===== src/rtl/dm_access_unit.sv =====
// Data-memory access unit: single outstanding load/store from the core MEM stage.
// Word-wide async-read / sync-write memory; sub-word stores use read-modify-write.
module dm_access_unit #(
    parameter int unsigned WORD_IDX_W = 8
) (
    input  logic        clk,
    input  logic        rst,
    input  logic        req,
    input  logic        we,
    input  logic [2:0]  funct3,
    input  logic [31:0] addr,
    input  logic [31:0] wdata,
    output logic        busy,
    output logic        done,
    output logic [31:0] rdata,
    output logic        misaligned,
    output logic [31:0] dm_addr,
    output logic        dm_we,
    output logic [31:0] dm_din,
    input  logic [31:0] dm_dout
);

    typedef enum logic [2:0] {
        StIdle,
        StLoad,
        StMerge,
        StWrite,
        StDone
    } state_t;

    state_t      state;
    logic [1:0]  off_q;
    logic [2:0]  funct3_q;
    logic [15:0] wdata_q;

    logic        bad_access;
    logic [31:0] word_addr;
    logic [31:0] load_ext;
    logic [31:0] merged;
    logic [7:0]  byte_sel;
    logic [15:0] half_sel;

    // Upper address bits are dropped so accesses wrap modulo the memory size.
    assign word_addr = {{(32 - WORD_IDX_W - 2){1'b0}}, addr[WORD_IDX_W+1:2], 2'b00};

    // Decode misaligned addresses and width codes that are illegal for the direction.
    always_comb begin
        bad_access = 1'b0;
        unique case (funct3)
            3'd0, 3'd4: bad_access = we && funct3[2];
            3'd1, 3'd5: bad_access = addr[0] || (we && funct3[2]);
            3'd2:       bad_access = addr[1:0] != 2'b00;
            default:    bad_access = 1'b1;
        endcase
    end

    // Lane select and sign/zero extension of the read word for loads.
    always_comb begin
        byte_sel = 8'h00;
        unique case (off_q)
            2'd0: byte_sel = dm_dout[7:0];
            2'd1: byte_sel = dm_dout[15:8];
            2'd2: byte_sel = dm_dout[23:16];
            2'd3: byte_sel = dm_dout[31:24];
        endcase
        half_sel = off_q[1] ? dm_dout[31:16] : dm_dout[15:0];
        case (funct3_q)
            3'd0:    load_ext = {{24{byte_sel[7]}}, byte_sel};
            3'd1:    load_ext = {{16{half_sel[15]}}, half_sel};
            3'd4:    load_ext = {24'h000000, byte_sel};
            3'd5:    load_ext = {16'h0000, half_sel};
            default: load_ext = dm_dout;
        endcase
    end

    // Read-modify-write merge: overwrite the addressed byte/half lane with store data.
    always_comb begin
        merged = dm_dout;
        if (funct3_q[1:0] == 2'd0) begin
            unique case (off_q)
                2'd0: merged[7:0]   = wdata_q[7:0];
                2'd1: merged[15:8]  = wdata_q[7:0];
                2'd2: merged[23:16] = wdata_q[7:0];
                2'd3: merged[31:24] = wdata_q[7:0];
            endcase
        end else if (off_q[1]) begin
            merged[31:16] = wdata_q;
        end else begin
            merged[15:0] = wdata_q;
        end
    end

    // Control FSM with all outputs registered; reset drops dm_we immediately.
    always_ff @(posedge clk or posedge rst) begin
        if (rst) begin
            state      <= StIdle;
            off_q      <= 2'd0;
            funct3_q   <= 3'd0;
            wdata_q    <= 16'h0000;
            busy       <= 1'b0;
            done       <= 1'b0;
            misaligned <= 1'b0;
            rdata      <= 32'h0;
            dm_addr    <= 32'h0;
            dm_we      <= 1'b0;
            dm_din     <= 32'h0;
        end else begin
            done  <= 1'b0;
            dm_we <= 1'b0;
            case (state)
                StIdle: begin
                    if (req) begin
                        busy     <= 1'b1;
                        off_q    <= addr[1:0];
                        funct3_q <= funct3;
                        wdata_q  <= wdata[15:0];
                        dm_addr  <= word_addr;
                        if (bad_access) begin
                            misaligned <= 1'b1;
                            done       <= 1'b1;
                            state      <= StDone;
                        end else begin
                            misaligned <= 1'b0;
                            if (!we) begin
                                state <= StLoad;
                            end else if (funct3 == 3'd2) begin
                                dm_din <= wdata;
                                dm_we  <= 1'b1;
                                state  <= StWrite;
                            end else begin
                                state <= StMerge;
                            end
                        end
                    end
                end
                StLoad: begin
                    rdata <= load_ext;
                    done  <= 1'b1;
                    state <= StDone;
                end
                StMerge: begin
                    dm_din <= merged;
                    dm_we  <= 1'b1;
                    state  <= StWrite;
                end
                StWrite: begin
                    done  <= 1'b1;
                    state <= StDone;
                end
                StDone: begin
                    busy  <= 1'b0;
                    state <= StIdle;
                end
                default: state <= StIdle;
            endcase
        end
    end

endmodule


===== config.mk =====
export PLATFORM = sky130hd
export DESIGN_NAME = dm_access_unit
export DESIGN_NICKNAME = d
export VERILOG_FILES = /design/src/rtl/dm_access_unit.sv
export SDC_FILE = /design/constraint.sdc
export NUM_CORES = 1
export LEC_CHECK = 0
export CAP_MARGIN = 40
export CORE_MARGIN = 2
export CORE_UTILIZATION = 49
export CTS_BUF_LIST = sky130_fd_sc_hd__clkbuf_8
export DETAILED_ROUTE_END_ITERATION = 7
export HOLD_SLACK_MARGIN = 0.02
export PLACE_DENSITY = 0.89
export SLEW_MARGIN = 10
export SYNTH_ARGS = -nofsm -noshare
export SYNTH_HDL_FRONTEND = slang
export SYNTH_SLANG_ARGS = --single-unit
export TNS_END_PERCENT = 5

===== constraint.sdc =====
create_clock -name clk -period 7.9 [get_ports clk]
set_input_delay 2.37 -clock clk [delete_from_list [all_inputs] [get_ports clk]]
set_output_delay 2.37 -clock clk [all_outputs]
set_load 0.05 [all_outputs]

==> results.ini, run 1 <==
[synth]
synth_ff_type = dfrtp_1
post-synth-top-area-cell = dfrtp_1
synth_edf_count = 0
postSynth.asyncResetShare_pct = 100
synthTopCellsByArea = dfrtp_1 48%, mux2_2 7.8%, nand3_1 4.9%
synth_cell_types = 46
avgSynthCellArea_um2 = 10.2
synthesis.instances = 506
syn_area_um2 = 5180
synth_top_area_share_pct = 48.3
yosys_warnings = 0
synth-seq-cells = 100
ys_seq_area_share_pct = 48.3

[timing]
fin_setup_tns_ns = 0
finalHoldViolations = 0
skew_ns = 0.0158
maxSlewViolCount = 0
layout_setup_ws_ns = 3.53
min_period_ns = 4.37
worst_pin_slew_ns = 0.806
min_period_over_period_pct = 55.3
finalSetupViolations = 0
rsz0062_at_grt = no
slew_headroom_pct = 46.2
fmax_mhz = 229

[route]
wl_met3_um = 1330
first_pass_iters = 5
drt_iter0_markers = 459
dr_wl_met2_um = 7650
drt-total-wl_um = 15600
wl_per_cell_um = 19.9
antenna_left = 0
top_layer = met4
wl_met1_um = 6170
drc = 0
drt-vias-per-instance = 6.01
via_count = 4691

[global_route]
overflow = 0
grt_pass1_wl_um = 24200
antenna_found_initial = 0
grt_max_degree = 57
grtUsageTotal_pct = 27.5
grt_pass1_vias = 4555

[placement]
dp_hpwl_um = 11300
numPortBuffers = 156
pre_cts_ws_ns = 3.18
place_congestion = 0.854
dpl-instance-area_um2 = 6700

[cells_and_area]
nets = 742
layout-area-overhead-vs-synth_pct = 32.8
final_layout_size_suffix_gt1_share_pct = 12.0
finalInstanceArea_um2 = 6880
antenna_cells = 0
fin_util_pct = 67.0
fill_cells = 814

[critical_path]
timing.rr.end = dm_din[23]$_DFFE_PP0P_
path_max_fanout = 33
reg2reg_from = state[2]$_DFFE_PP0P_
r2r_cells = 4
rrSetupSlack_ns = 5.44
cp_data_arrival_time_ns = 4.66
worstSetupPathType = in -> reg
cp.required_ns = 8.19
endpoint_kind = flop
start_kind = primary input

[clock_tree]
cts_tree = done
clkTransAtPathRegs_ns = 0.10
clkSinkCount = 100
cts_buffer_depth = 2
cts_max_level = 3
clock_latency_ns = 0.38
cts_root_buf = clkbuf_8
cts_made_buffers = 9
post_cts_buffers = 0
ctsResizeCount = 0
cts_hold_buf = 0

[hold_path]
hold_path_startpoint = rdata[26]$_DFFE_PP0N_
hold_path_class = reg -> reg
whs_path_depth = 2
hold_end = rdata[26]$_DFFE_PP0N_

[status]
status = completed

[power_and_ir_drop]
cellLeakagePower_nw = 2.90
ir_drop_uv = 269
power.density_nw_per_um2 = 460

[floorplanning]
fp-row-count = 37
ioPinCount = 203
die_area_um2 = 11400
die_w_um = 107
coreArea_um2 = 10300
initial_utilization_pct = 50.4
die_y_um = 107

[flow_run]
drv_cap = 0

worst max-delay path by stage:
stage,startpoint,endpoint,slack (ns),cells after the start
final,req,dm_din[23]$_DFFE_PP0P_,3.53,5
after global routing,req,dm_din[19]$_DFFE_PP0P_,3.44,5
after CTS,req,dm_din[23]$_DFFE_PP0P_,3.58,5
after detailed placement,req,dm_din[19]$_DFFE_PP0P_,3.18,5
after global placement,req,dm_din[22]$_DFFE_PP0P_,3.27,5
after floorplan,rst,busy$_DFFE_PP0P_,2.91,1
cell usage in the layout (no fill, tap or decap), types with 16 or more instances in the layout:
master,synthesis,final
a21oi_1,24,24
o21ai_0,25,25
mux2i_1,21,21
dfrtp_1,100,100
mux2_2,36,36
nand2_1,52,52
a32oi_1,16,16
clkdlybuf4s50_1,0,156
conb_1,1,24
nand3_1,51,51
per-layer routing:
layer	GRT usage [%]	up-vias
met2	45.3	268
met1	35.6	2314
met4	9.46	0
met5	0	-
li1	-	2079
met3	6.75	30
per-stage QoR:
step                instances  power (W)  hold WS [ns]
finish                    780    0.00316         0.512
global route              780    0.00332         0.531
CTS                       780    0.00317         0.518
detailed placement        764    0.00285         0.490
global placement          762    0.00278         0.477
floorplan                 529    0.00224         0.466
power by group:
part | total, W | internal, W | leakage (nW) | switching, W
Clock | 0.000309 | 0.000120 | 0.0921 | 0.000189
Combinational | 0.00190 | 0.000705 | 1.62 | 0.00119
Sequential | 0.000960 | 0.000756 | 1.19 | 0.000204
Total | 0.00316 | 0.00158 | 2.90 | 0.00158
flip-flops by register name (all words and copies together) (netlist names):
signal and count:
dm_addr 8, off_q 2, wdata_q 16, state 3, busy 1, dm_we 1
dm_din 32, misaligned 1, rdata 32, funct3_q 3, done 1
cell type report:
type                            instances  area [um2]  share of cell area, %
Sequential cell                       100        2500                   36.4
Multi-Input combinational cell        362        2380                   34.6
Timing Repair Buffer                  163        1630                   23.7
Tap cell                              136         170                   2.47
Clock buffer                            9         124                   1.80
Clock inverter                          7        58.8                  0.854
Inverter                                3        13.8                  0.200
synthesized netlist by cell type, types with 2 or more instances:
master and count:
dfrtp_1 100, mux2i_1 21, o221ai_1 6, o21ai_0 25
a31oi_1 8, a32oi_1 16, nor3_1 10, nand2b_1 10
mux2_2 36, clkbuf_1 20, o22a_1 4, buf_4 26
nand2_1 52, or3b_2 3, a2bb2oi_1 12, buf_2 13
nor3b_1 3, nor3b_4 2, a21oi_1 24, o21ai_1 2
inv_1 2, buf_1 2, o22ai_1 7, nor2b_1 2
nand3b_1 8, buf_6 3, nor2_1 14, nand3_1 51
o221a_2 7
logic make-up (layout without fill, tap and decap cells):
group	after synthesis	count (layout)	share of synthesized area, %
AND/OR/NAND/NOR	161	161	15.8
AO/OA/AOI/OAI	119	119	16.1
flip-flops	100	100	48.3
buffers and inverters	67	182	7.48
multiplexers	58	58	12.3
other	1	24	0.0723
worst max-delay path: stages:
cell,delay [ns]
clkdlybuf4s50_1,0.54
or4b_4,0.73
nor3b_4,0.76
a32oi_1,0.12
o21ai_0,0.13
No activity file was read; power rests on OpenSTA's default activity.
==> run 2: changes to the inputs <==
CORE_UTILIZATION = 41   (was 49)
PLACE_DENSITY = 0.79   (was 0.89)
clock period = 3.54 ns   (was 7.9 ns; I/O delays follow)
==> results.ini, run 2 (synthesized netlist as in run 1, its figures left out) <==
[status]
status = completed

[timing]
fin_setup_tns_ns = 0
finalSetupViolations = 0
min_period_over_period_pct = 75.3
min_period_ns = 2.66
hold-worst-slack_ns = 0.495
skew_ns = 0.0178
fmax_mhz = 375
maxSlewViolCount = 0
finalHoldViolations = 0
layout_setup_ws_ns = 0.875
slew_headroom_pct = 50.8
worst_pin_slew_ns = 0.737
rsz0062_at_grt = no

[clock_tree]
clkSinkCount = 100
post_cts_buffers = 0
cts_made_buffers = 9
clkTransAtPathRegs_ns = 0.10
cts_buffer_depth = 2
clock_latency_ns = 0.38
cts_root_buf = clkbuf_8
cts_hold_buf = 0
ctsResizeCount = 0
cts_tree = done
cts_max_level = 3

[global_route]
grt_max_degree = 101
antenna_found_initial = 0
grtUsageTotal_pct = 23.2
grt_pass1_wl_um = 24000
grt_pass1_vias = 4454
overflow = 0

[route]
drt_iter0_markers = 353
drt-total-wl_um = 15700
first_pass_iters = 5
antenna_left = 0
dr_wl_met2_um = 7560
wl_met3_um = 1480
wl_per_cell_um = 19.1
drc = 0
wl_met1_um = 6280
via_count = 4661
top_layer = met4
drt-vias-per-instance = 5.67

[cells_and_area]
final_layout_size_suffix_gt1_share_pct = 12.5
layout-area-overhead-vs-synth_pct = 35.0
fill_cells = 1073
fin_util_pct = 56.1
antenna_cells = 0
layout_common_cells = 156 x clkdlybuf4s50_1, 100 x dfrtp_1, 52 x nand2_1, 51 x nand3_1, 36 x mux2_2
layout_commonest_cell = clkdlybuf4s50_1
reg.largest.list = dm_din x32, rdata x32, wdata_q x16
nets = 748

[floorplanning]
initial_utilization_pct = 41.6
die_y_um = 116
coreArea_um2 = 12500
fp-row-count = 41
die_w_um = 116
die_area_um2 = 13600
ioPinCount = 203

[critical_path]
path_max_fanout = 16
endpoint_kind = flop
cp_data_arrival_time_ns = 2.89
cp.required_ns = 3.77
start_kind = primary input
slowest_stage = mux4_2
slowest_delay_ns = 0.54
path_cells = clkdlybuf4s50_1 -> mux4_2 -> mux2i_1 -> or3_1 -> nand3_1
worstSetupPathType = in -> reg

[placement]
pre_cts_ws_ns = 0.513
numPortBuffers = 156
dp_hpwl_um = 11600
place_congestion = 0.889

[flow_run]
drv_cap = 0

[power_and_ir_drop]
swShare_pct = 49.4
internal-power_w = 0.00361
power.density_nw_per_um2 = 1020
ir_drop_uv = 563
pwr-share-seq_pct = 29.8
total_power_w = 0.00712
pwr-share-clk_pct = 10.7
power_frac_comb_pct = 59.5
p_switching_w = 0.00352
cellLeakagePower_nw = 2.94

[hold_path]
hold_path_class = reg -> reg

-- run 2: cell types whose count changed in the layout (fill, tap and decap cells not counted), sizes merged --
| cell | before | now |
|---|---|---|
| clkinv | 4 | 1 |
| buf | 7 | 13 |
| clkbuf | 9 | 10 |
| bufinv | 0 | 1 |
| clkinvlp | 1 | 2 |
-- run 2: cell type report --
type / count / area [um2] / share of cell area, %
Multi-Input combinational cell: 362 / 2380 / 34.0
Clock inverter: 6 / 62.6 / 0.894
Tap cell: 172 / 215 / 3.07
Inverter: 3 / 15.0 / 0.215
Clock buffer: 10 / 138 / 1.97
Sequential cell: 100 / 2500 / 35.8
Timing Repair Buffer: 169 / 1690 / 24.1
-- run 2: power by group through the flow --
stage / Combinational [W] / Sequential (W) / Clock [W]
6_report: 0.00424 / 0.00212 / 0.000761
5_1_grt: 0.00448 / 0.00219 / 0.000820
3_3_place_gp: 0.00411 / 0.00214 / 0
2_1_floorplan: 0.00157 / 0.00344 / 0
3_5_place_dp: 0.00423 / 0.00214 / 0
4_1_cts: 0.00424 / 0.00212 / 0.000771
-- run 2: final timing paths --
check                                       start  depth (start not counted)                     end  slack (ns)
setup reg to reg             state[0]$_DFFE_PP0P_                          5   rdata[25]$_DFFE_PP0N_        1.21
min in group asynchronous                     rst                          3  dm_din[31]$_DFFE_PP0P_        1.15
max in group asynchronous                     rst                          3   rdata[11]$_DFFE_PP0N_        1.92
hold / removal             misaligned$_DFFE_PP0P_                          2  misaligned$_DFFE_PP0P_        0.50
setup / recovery                      dm_dout[31]                          5   rdata[25]$_DFFE_PP0N_        0.88
hold reg to reg            misaligned$_DFFE_PP0P_                          2  misaligned$_DFFE_PP0P_        0.50
-- run 2: per-layer routing --
layer / vias to the layer above / GRT usage (%)
met4: 0 / 8.81
met5: - / 0
met1: 2256 / 30.3
met2: 283 / 37.7
li1: 2088 / -
met3: 34 / 5.55
-- run 2: worst max-delay path, delay by kind of cell --
kind / cells / cell delay (ns)
AND/OR/NAND/NOR: 2 / 0.65
multiplexers: 2 / 0.68
buffers and inverters: 1 / 0.49
-- run 2: per-stage QoR --
step	area (um2)	cells
after global placement	6770	804
after CTS	7000	822
after global routing	7000	822
after detailed placement	6800	806
final	7000	822
after floorplan	5270	529
==> run 3: changes to the inputs <==
CORE_UTILIZATION = 45   (was 41)
PLACE_DENSITY = 0.82   (was 0.79)
clock period = 2.6 ns   (was 3.54 ns; I/O delays follow)
==> results.ini, run 3 (synthesized netlist as in run 1, its figures left out) <==
[timing]
min_period_over_period_pct = 91.2
fmax_mhz = 422
worst_pin_slew_ns = 0.619
fin_setup_tns_ns = 0
skew_ns = 0.0205
hold-worst-slack_ns = 0.506
slew_headroom_pct = 58.2
finalHoldViolations = 0
rsz0062_at_grt = no
maxSlewViolCount = 0
min_period_ns = 2.37
finalSetupViolations = 0

[floorplanning]
ioPinCount = 203
initial_utilization_pct = 45.8
die_area_um2 = 12400
die_y_um = 111
die_w_um = 111
coreArea_um2 = 11300
fp-row-count = 39

[cells_and_area]
layout_commonest_cell = clkdlybuf4s50_1
antenna_cells = 0
layout-area-overhead-vs-synth_pct = 36.8
reg.largest.list = dm_din x32, rdata x32, wdata_q x16
layout_common_cells = 156 x clkdlybuf4s50_1, 100 x dfrtp_1, 52 x nand2_1, 51 x nand3_1, 36 x mux2_2
final_layout_size_suffix_gt1_share_pct = 13.4
fin_util_pct = 62.6
fill_cells = 926
ff_latch_area_um2 = 2500
nets = 753
multi_input_area_um2 = 2380

[clock_tree]
cts_max_level = 3
cts_tree = done
post_cts_buffers = 0
clock_latency_ns = 0.38
clkTransAtPathRegs_ns = 0.10
cts_root_buf = clkbuf_8
cts_hold_buf = 0
cts_buffer_depth = 2
ctsResizeCount = 0
cts_made_buffers = 9
clkSinkCount = 100

[route]
drt-vias-per-instance = 5.87
wl_per_cell_um = 20.1
antenna_left = 0
drt_iter0_markers = 459
first_pass_iters = 6
via_count = 4685
drc = 0
drt-total-wl_um = 16000

[status]
status = completed

[power_and_ir_drop]
ir_drop_uv = 987
power.density_nw_per_um2 = 1400
cellLeakagePower_nw = 3.00

[placement]
dp_hpwl_um = 11600
place_congestion = 0.901
numPortBuffers = 156

[hold_path]
whs_path_depth = 2
hold_path_startpoint = rdata[17]$_DFFE_PP0N_
hold_end = rdata[17]$_DFFE_PP0N_
hold_path_class = reg -> reg

[global_route]
grt_pass1_vias = 4703
overflow = 0
grt_pass1_wl_um = 25400
grtUsageTotal_pct = 25.7
antenna_found_initial = 0
grt_max_degree = 101

[critical_path]
endpoint_kind = output port
slowest_stage = clkdlybuf4s50_1
timing.rr.end = rdata[24]$_DFFE_PP0N_
reg2reg_from = state[2]$_DFFE_PP0P_
path_max_fanout = 2
worstSetupPathType = reg -> out
start_kind = flop
cp.required_ns = 1.82
cp_data_arrival_time_ns = 1.59
slowest_delay_ns = 0.84
path_cells = clkdlybuf4s50_1
r2r_cells = 5
critPathTopFamily = buffers and inverters
cp.buffers_inverters = 1
rrSetupSlack_ns = 0.46

[flow_run]
drv_cap = 0

-- run 3: cell types whose count changed in the layout (fill, tap and decap cells not counted) --
| cell | change |
|---|---|
| buf_12 | +6 |
| buf_8 | -2 |
| bufinv_16 | +1 |
| buf_4 | +1 |
| clkinv_4 | +1 |
| inv_1 | -2 |
-- run 3: metrics by stage --
step	worst slack, ns	total power (W)	cell area (um2)	std cells
final	0.230	0.00989	7090	798
after global routing	0.192	0.0103	7090	798
after CTS	0.230	0.00988	7090	798
after detailed placement	-0.0128	0.00873	6860	782
after global placement	0.0528	0.00856	6860	782
after floorplan	0.570	0.00681	5270	529
-- run 3: worst max-delay path by stage --
stage	endpoint	start	slack, ns	cells past startpoint
finish	dm_din[23]	dm_din[23]$_DFFE_PP0P_	0.23	1
detailed placement	dm_din[19]$_DFFE_PP0P_	req	-0.01	6
CTS	dm_din[12]	dm_din[12]$_DFFE_PP0P_	0.23	1
global route	rdata[11]	rdata[11]$_DFFE_PP0N_	0.19	1
floorplan	dm_din[0]$_DFFE_PP0P_	req	0.57	6
global placement	dm_din[19]$_DFFE_PP0P_	req	0.05	6
-- run 3: where the power goes --
group | internal (W) | total (W) | switching, W
sequential | 0.00230 | 0.00287 | 0.000568
combinational | 0.00218 | 0.00587 | 0.00369
clock | 0.000577 | 0.00116 | 0.000581
total | 0.00505 | 0.00989 | 0.00484
-- run 3: cell type report --
class / instances / area share [%]
Tap cell: 143 / 2.52
Clock inverter: 6 / 1.32
Sequential cell: 100 / 35.3
Clock buffer: 10 / 1.94
Timing Repair Buffer: 174 / 25.2
Multi-Input combinational cell: 362 / 33.6
Inverter: 3 / 0.212
-- run 3: layer usage --
metal	GRT usage (%)	up-vias	share of wire [%]
met4	9.38	0	3.4
met5	0	-	0
met1	34.5	2300	41
met2	42.2	242	48
li1	-	2096	-
met3	4.46	47	6.9
